$ cat src/rtl/regfile_sb_pkg.sv
// Shared RV32 register-file constants: default widths and the hardwired-zero index.
package regfile_sb_pkg;
  localparam int XLEN_DEF  = 32;
  localparam int NREGS_DEF = 32;
  localparam int NRD_DEF   = 2;
  localparam int X0        = 0;
endpackage

$ cat src/rtl/regfile_rd_port.sv
// One synchronous read port: address mux, write-through bypass, x0 check, output flops.
module regfile_rd_port
  import regfile_sb_pkg::*;
#(
  parameter int XLEN  = XLEN_DEF,
  parameter int NREGS = NREGS_DEF,
  parameter int AW    = $clog2(NREGS)
) (
  input  logic                        clk_i,
  input  logic                        rst_ni,
  input  logic                        en,
  input  logic [AW-1:0]               addr,
  input  logic [NREGS-1:0][XLEN-1:0]  regs,
  input  logic [NREGS-1:0]            busy_nxt,
  input  logic                        wr_en,
  input  logic [AW-1:0]               wr_addr,
  input  logic [XLEN-1:0]             wr_data,
  output logic [XLEN-1:0]             rd_data,
  output logic                        rd_busy
);
  logic [XLEN-1:0] data_sel;
  logic            busy_sel;
  logic            is_x0;

  assign is_x0 = (addr == AW'(X0));

  always_comb begin
    data_sel = regs[addr];
    if (wr_en && (wr_addr == addr)) data_sel = wr_data;
    if (is_x0) data_sel = '0;
    // busy is sampled post-update so a coinciding writeback/reservation is visible
    busy_sel = busy_nxt[addr] & ~is_x0;
  end

  always_ff @(posedge clk_i) begin
    if (!rst_ni) begin
      rd_data <= '0;
      rd_busy <= 1'b0;
    end else if (en) begin
      rd_data <= data_sel;
      rd_busy <= busy_sel;
    end
  end
endmodule

$ cat src/rtl/regfile_sb.sv
// Integer register file with per-register scoreboard, NRD bypassed read ports, one write port.
module regfile_sb
  import regfile_sb_pkg::*;
#(
  parameter int XLEN  = XLEN_DEF,
  parameter int NREGS = NREGS_DEF,
  parameter int NRD   = NRD_DEF,
  localparam int AW   = $clog2(NREGS)
) (
  input  logic                 clk_i,
  input  logic                 rst_ni,
  input  logic [NRD-1:0]       rd_en_i,
  input  logic [NRD*AW-1:0]    rd_addr_i,
  output logic [NRD*XLEN-1:0]  rd_data_o,
  output logic [NRD-1:0]       rd_busy_o,
  input  logic                 wr_en_i,
  input  logic [AW-1:0]        wr_addr_i,
  input  logic [XLEN-1:0]      wr_data_i,
  input  logic                 rsv_en_i,
  input  logic [AW-1:0]        rsv_addr_i,
  input  logic                 flush_i,
  output logic [NREGS-1:0]     busy_o
);
  logic [NREGS-1:0][XLEN-1:0] regs;
  logic [NREGS-1:0]           busy;
  logic [NREGS-1:0]           busy_nxt;
  logic                       wr_ok;

  assign wr_ok = wr_en_i && (wr_addr_i != AW'(X0));

  // Reservation beats writeback: a same-cycle reserve means a newer producer is in flight.
  always_comb begin
    busy_nxt = busy;
    if (flush_i) begin
      busy_nxt = '0;
    end else begin
      if (wr_en_i)  busy_nxt[wr_addr_i]  = 1'b0;
      if (rsv_en_i) busy_nxt[rsv_addr_i] = 1'b1;
    end
    busy_nxt[X0] = 1'b0;
  end

  always_ff @(posedge clk_i) begin
    if (!rst_ni) begin
      regs <= '0;
      busy <= '0;
    end else begin
      busy <= busy_nxt;
      if (wr_ok) regs[wr_addr_i] <= wr_data_i;
    end
  end

  assign busy_o = busy;

  for (genvar p = 0; p < NRD; p++) begin : g_rd
    regfile_rd_port #(.XLEN(XLEN), .NREGS(NREGS), .AW(AW)) u_port (
      .clk_i    (clk_i),
      .rst_ni   (rst_ni),
      .en       (rd_en_i[p]),
      .addr     (rd_addr_i[p*AW +: AW]),
      .regs     (regs),
      .busy_nxt (busy_nxt),
      .wr_en    (wr_ok),
      .wr_addr  (wr_addr_i),
      .wr_data  (wr_data_i),
      .rd_data  (rd_data_o[p*XLEN +: XLEN]),
      .rd_busy  (rd_busy_o[p])
    );
  end
endmodule

$ cat config.mk
export PLATFORM = sky130hd
export DESIGN_NAME = regfile_sb
export DESIGN_NICKNAME = d
export VERILOG_FILES = /design/src/rtl/regfile_sb_pkg.sv /design/src/rtl/regfile_rd_port.sv /design/src/rtl/regfile_sb.sv
export SDC_FILE = /design/constraint.sdc
export NUM_CORES = 2
export LEC_CHECK = 0
export BUFFER_PORTS_ARGS = -buffer_cell sky130_fd_sc_hd__buf_2
export CAP_MARGIN = 0
export CELL_PAD_IN_SITES_DETAIL_PLACEMENT = 1
export CELL_PAD_IN_SITES_GLOBAL_PLACEMENT = 2
export CORE_MARGIN = 1
export CORE_UTILIZATION = 35
export DETAILED_ROUTE_END_ITERATION = 8
export PLACE_DENSITY_LB_ADDON = 0.1
export SYNTH_ARGS = -nofsm -noshare
export SYNTH_HDL_FRONTEND = slang
export SYNTH_HIERARCHICAL = 1
export SYNTH_SLANG_ARGS = --single-unit
$ cat constraint.sdc
create_clock -name clk_i -period 2.8 [get_ports clk_i]
set_input_delay 0.56 -clock clk_i [delete_from_list [all_inputs] [get_ports clk_i]]
set_output_delay 0.56 -clock clk_i [all_outputs]
set_load 0.02 [all_outputs]
==> results.py <==
metrics = {
    "power_and_ir_drop": {
        "pwr-share-clk_pct": 48.3,
        "p_switching_mw": 9.746,
        "vdd.ir_drop.worst_uv": 657.2,
        "switching_power_as_a_share_of_total_power_pct": 25.75,
        "finalPower_mw": 37.86,
        "leakagePower_nw": 26.03,
        "share_comb_of_total_power_pct": 8.9,
        "p_seq_share_pct": 42.8,
        "cellPowerDensity_nw_per_um2": 567.7,
        "p_int_mw": 28.11,
    },
    "setup_path": {
        "regToRegEndpoint": "g_rd[1].u_port/rd_busy$_SDFFE_PN0P_",
        "timing.critical_path.from_type": "register",
        "timing.setup.critical_path_class": "register to primary output",
        "timing.critical_path.slowest_cell_delay_ns": 0.53,
        "cells_on_worst_reg2reg_path": 7,
        "critical_path.endpoint": "rd_data_o[6]",
        "worst-r2r-setup-slack_ns": 0.96,
        "worst_ep_arrival_time_ns": 1.56,
        "path_max_fanout": 2,
        "crit_cells": 1,
        "crit_chain": "buf_2",
        "worst_setup_path_end_kind": "primary output",
        "critical-path-slowest-cell": "dfxtp_1",
        "timing.critical_path.from": "g_rd[0].u_port/rd_data[6]$_SDFFE_PN0P_",
        "cp_data_required_time_ns": 2.24,
        "critical_path.n_buffers_inverters": 1,
        "timing.rr.start": "busy_o[18]$_SDFF_PN0_",
        "category_of_cells_accounting_for_the_largest_share_of_critical_path_delay": "flip-flops",
    },
    "route": {
        "drt_first_pass_iters": 5,
        "iter_0_drt_violations": 2925,
        "post_route_antenna_net_violation_count": 0,
        "detailroute.via_count": 43690,
        "detail_route.wirelength_um": 223300,
        "drc_errors": 0,
        "via_per_inst": 5.756,
        "wl_per_cell_um": 29.42,
    },
    "cts": {
        "cts_post_setup_buffers_inserted": 0,
        "ctsHoldBuffers": 0,
        "path_clk_slew_ns": 0.06,
        "deepest_clock_path_buffer_count": 3,
        "resized_gates_after_cts": 0,
        "cts.sink_count": 1121,
        "cts-htree-levels": 4,
        "latest_clock_arrival_within_the_worst_skew_pair_ns": 0.79,
        "num_cts_buffers": 137,
        "tritoncts": "done",
        "clk_root_buffer_cell": "clkbuf_16",
    },
    "timing": {
        "setup-violations-final": 0,
        "finalHoldViolations": 0,
        "timing.final.ws_setup_ns": 0.6752,
        "maxSlewViolCount": 0,
        "final_worst_path_period_share_pct": 75.89,
        "fin_worst_skew_ns": 0.02617,
        "maxSlewHeadroom_pct": 42.90,
        "timing.final.crit_period_ns": 2.125,
        "fin_worst_hold_slack_ns": 0.08312,
        "fin_tns_setup_ns": 0,
        "max_clock_freq_mhz": 470.6,
        "tightest_slew_ns": 0.8565,
        "rsz0062_at_grt": "no",
    },
    "synthesis": {
        "synthesis.instances": 5269,
        "yosysUniqueCellTypes": 45,
        "synthesis.yosys.warnings": 6,
        "synthesis.area_per_instance_um2": 10.87,
        "postSynth.asyncResetShare_pct": 0,
        "synth-seq-cells": 1121,
        "netlist_area_um2": 57290,
        "synth_seq_area_share_pct": 39.17,
        "synth_ff_type": "dfxtp_1",
        "number_of_synthesized_flops_with_an_enable_pin": 0,
    },
    "global_routing": {
        "grt.overflow.total": 0,
        "number_of_antenna_violations_at_the_first_check_in_global_routing": 3,
        "grt_first_pass_wirelength_um": 326100,
        "grt_pass1_vias": 45510,
        "largest_net_degree_at_the_start_of_global_routing": 134,
        "grt_util_all_layers_pct": 26.90,
    },
    "floorplan": {
        "ioPinCount": 157,
        "vert_die_dim_um": 406.6,
        "core_area_um2": 162600,
        "initial_utilization_pct": 35.24,
        "die_x_um": 406.6,
        "total_die_area_um2": 165300,
        "num_rows": 148,
    },
    "final_layout": {
        "final_core_util_pct": 41.02,
        "antennaDiodeCount": 0,
        "layoutNonFillerInstCount": 7590,
        "post_route_cells_drive_above_1_share_pct": 21.85,
        "finalNetCount": 5370,
        "area.growth.synth_to_final_pct": 16.40,
        "design_area_um2": 66690,
    },
    "placement": {
        "place_ws_ns": -0.002086,
        "place_area_um2": 62130,
        "gpl.final_weighted_congestion": 0.8383,
        "place.detailed.hpwl_um": 135900,
        "placed_cells": 7347,
        "place.port_buffers": 155,
    },
    "worst_hold_path": {
        "type_of_the_most_critical_hold_path": "primary input to register",
    },
    "flow_run": {
        "maxCapViolCount": 0,
    },
    "run_status": {
        "run_status": "finished clean",
    },
}
## placed cells by master (no fill, tap or decap), drive strengths merged, types with 6 or more instances in the layout
cell / synthesis / layout
mux4: 392 / 392
a22oi: 64 / 64
clkinv: 0 / 19
a21oi: 66 / 66
clkbuf: 323 / 216
o21ai: 23 / 23
nand2: 1035 / 1035
a221oi: 192 / 192
and2: 34 / 34
inv: 18 / 21
or2: 18 / 18
o21a: 64 / 64
mux2i: 1328 / 1328
dfxtp: 1121 / 1121
buf: 242 / 464
nor2b: 6 / 6
o32ai: 28 / 28
nor2: 87 / 87
xnor2: 10 / 10
nand2b: 7 / 7
mux2: 64 / 64
o22ai: 36 / 36
o221ai: 70 / 70
## sequential cells by signal, summed over array words and instances, names as in the netlist
| name | cells |
|---|---|
| regs | 1024 |
| g_rd.u_port/rd_busy | 2 |
| busy_o | 31 |
| g_rd.u_port/rd_data | 64 |
## cell type report
class,instances,area (um^2)
inverters,18,67.56
clock buffers,214,4239
well taps,2175,2721
flip-flops and latches,1121,22440
clock inverters,29,320.3
repair buffers,466,4567
fillers,17560,95900
multi-input cells,3567,32330
## metal layers
layer | track usage [%] | vias to the layer above | wire [um]
met2 | 45.30 | 800 | 108300
met5 | 0 | - | 11
met3 | 3.521 | 301 | 7720
li1 | - | 19500 | -
met4 | 7.413 | 2 | 5540
met1 | 36.00 | 23090 | 101700
## cell usage after synthesis, types with 5 or more instances
library cell  count  area share (%)
o32ai_1          28            0.43
or2_2            14            0.15
dfxtp_1        1121              39
buf_2           141             1.2
xnor2_1          10            0.15
mux4_2          392              15
buf_6            18            0.35
buf_12            6            0.21
clkbuf_1        323             2.1
o21ai_0          21            0.18
buf_4            56            0.73
nand4_1           5           0.055
buf_1            21            0.14
nand2b_1          7           0.076
nand2_1        1035             6.8
nand3_1           5           0.044
a221oi_1        192             2.9
a21oi_1          66            0.58
inv_1            18            0.12
o221ai_1         70             1.1
mux2_2           64             1.3
a22oi_1          64            0.84
mux2i_1        1328              23
and2_1           34            0.37
o22ai_1          36            0.39
o21a_1           64            0.84
nor2_1           85            0.56
nor2b_1           6           0.066
## tightest hold or removal path, stage by stage
cell and delay (ns):
buf_2 0.12, a22oi_1 0.08, o221ai_1 0.06
## cells by family after synthesis
| kind of cell | Yosys count | synth area share, % |
|---|---|---|
| xor+xnor | 10 | 0.1529 |
| other cells | 1 | 0.006545 |
| mux | 1784 | 39.87 |
| simple gates | 1216 | 8.438 |
| buf+inv | 583 | 4.900 |
| compound gates | 554 | 7.466 |
| flops | 1121 | 39.17 |
## power groups by stage
| stage | registers [mW] | logic [mW] | clock network (mW) |
|---|---|---|---|
| 4_1_cts | 16.2 | 3.37 | 18.7 |
| 5_1_grt | 16.2 | 3.52 | 19.4 |
| 6_report | 16.2 | 3.36 | 18.3 |
| 3_3_place_gp | 16.6 | 3.35 | 0 |
| 2_1_floorplan | 16.6 | 1.91 | 0 |
| 3_5_place_dp | 16.6 | 3.37 | 0 |
## worst min-delay path by stage
| stage | startpoint | to | depth (start not counted) |
|---|---|---|---|
| 2_1_floorplan | regs[704]$_SDFFE_PN0P_ | regs[704]$_SDFFE_PN0P_ | 2 |
| 6_report | wr_data_i[14] | g_rd[1].u_port/rd_data[14]$_SDFFE_PN0P_ | 3 |
| 5_1_grt | wr_data_i[7] | g_rd[0].u_port/rd_data[7]$_SDFFE_PN0P_ | 3 |
| 3_5_place_dp | regs[745]$_SDFFE_PN0P_ | regs[745]$_SDFFE_PN0P_ | 2 |
| 3_3_place_gp | regs[922]$_SDFFE_PN0P_ | regs[922]$_SDFFE_PN0P_ | 2 |
| 4_1_cts | wr_data_i[7] | g_rd[1].u_port/rd_data[7]$_SDFFE_PN0P_ | 3 |
Power figures use the tool's default switching activity.
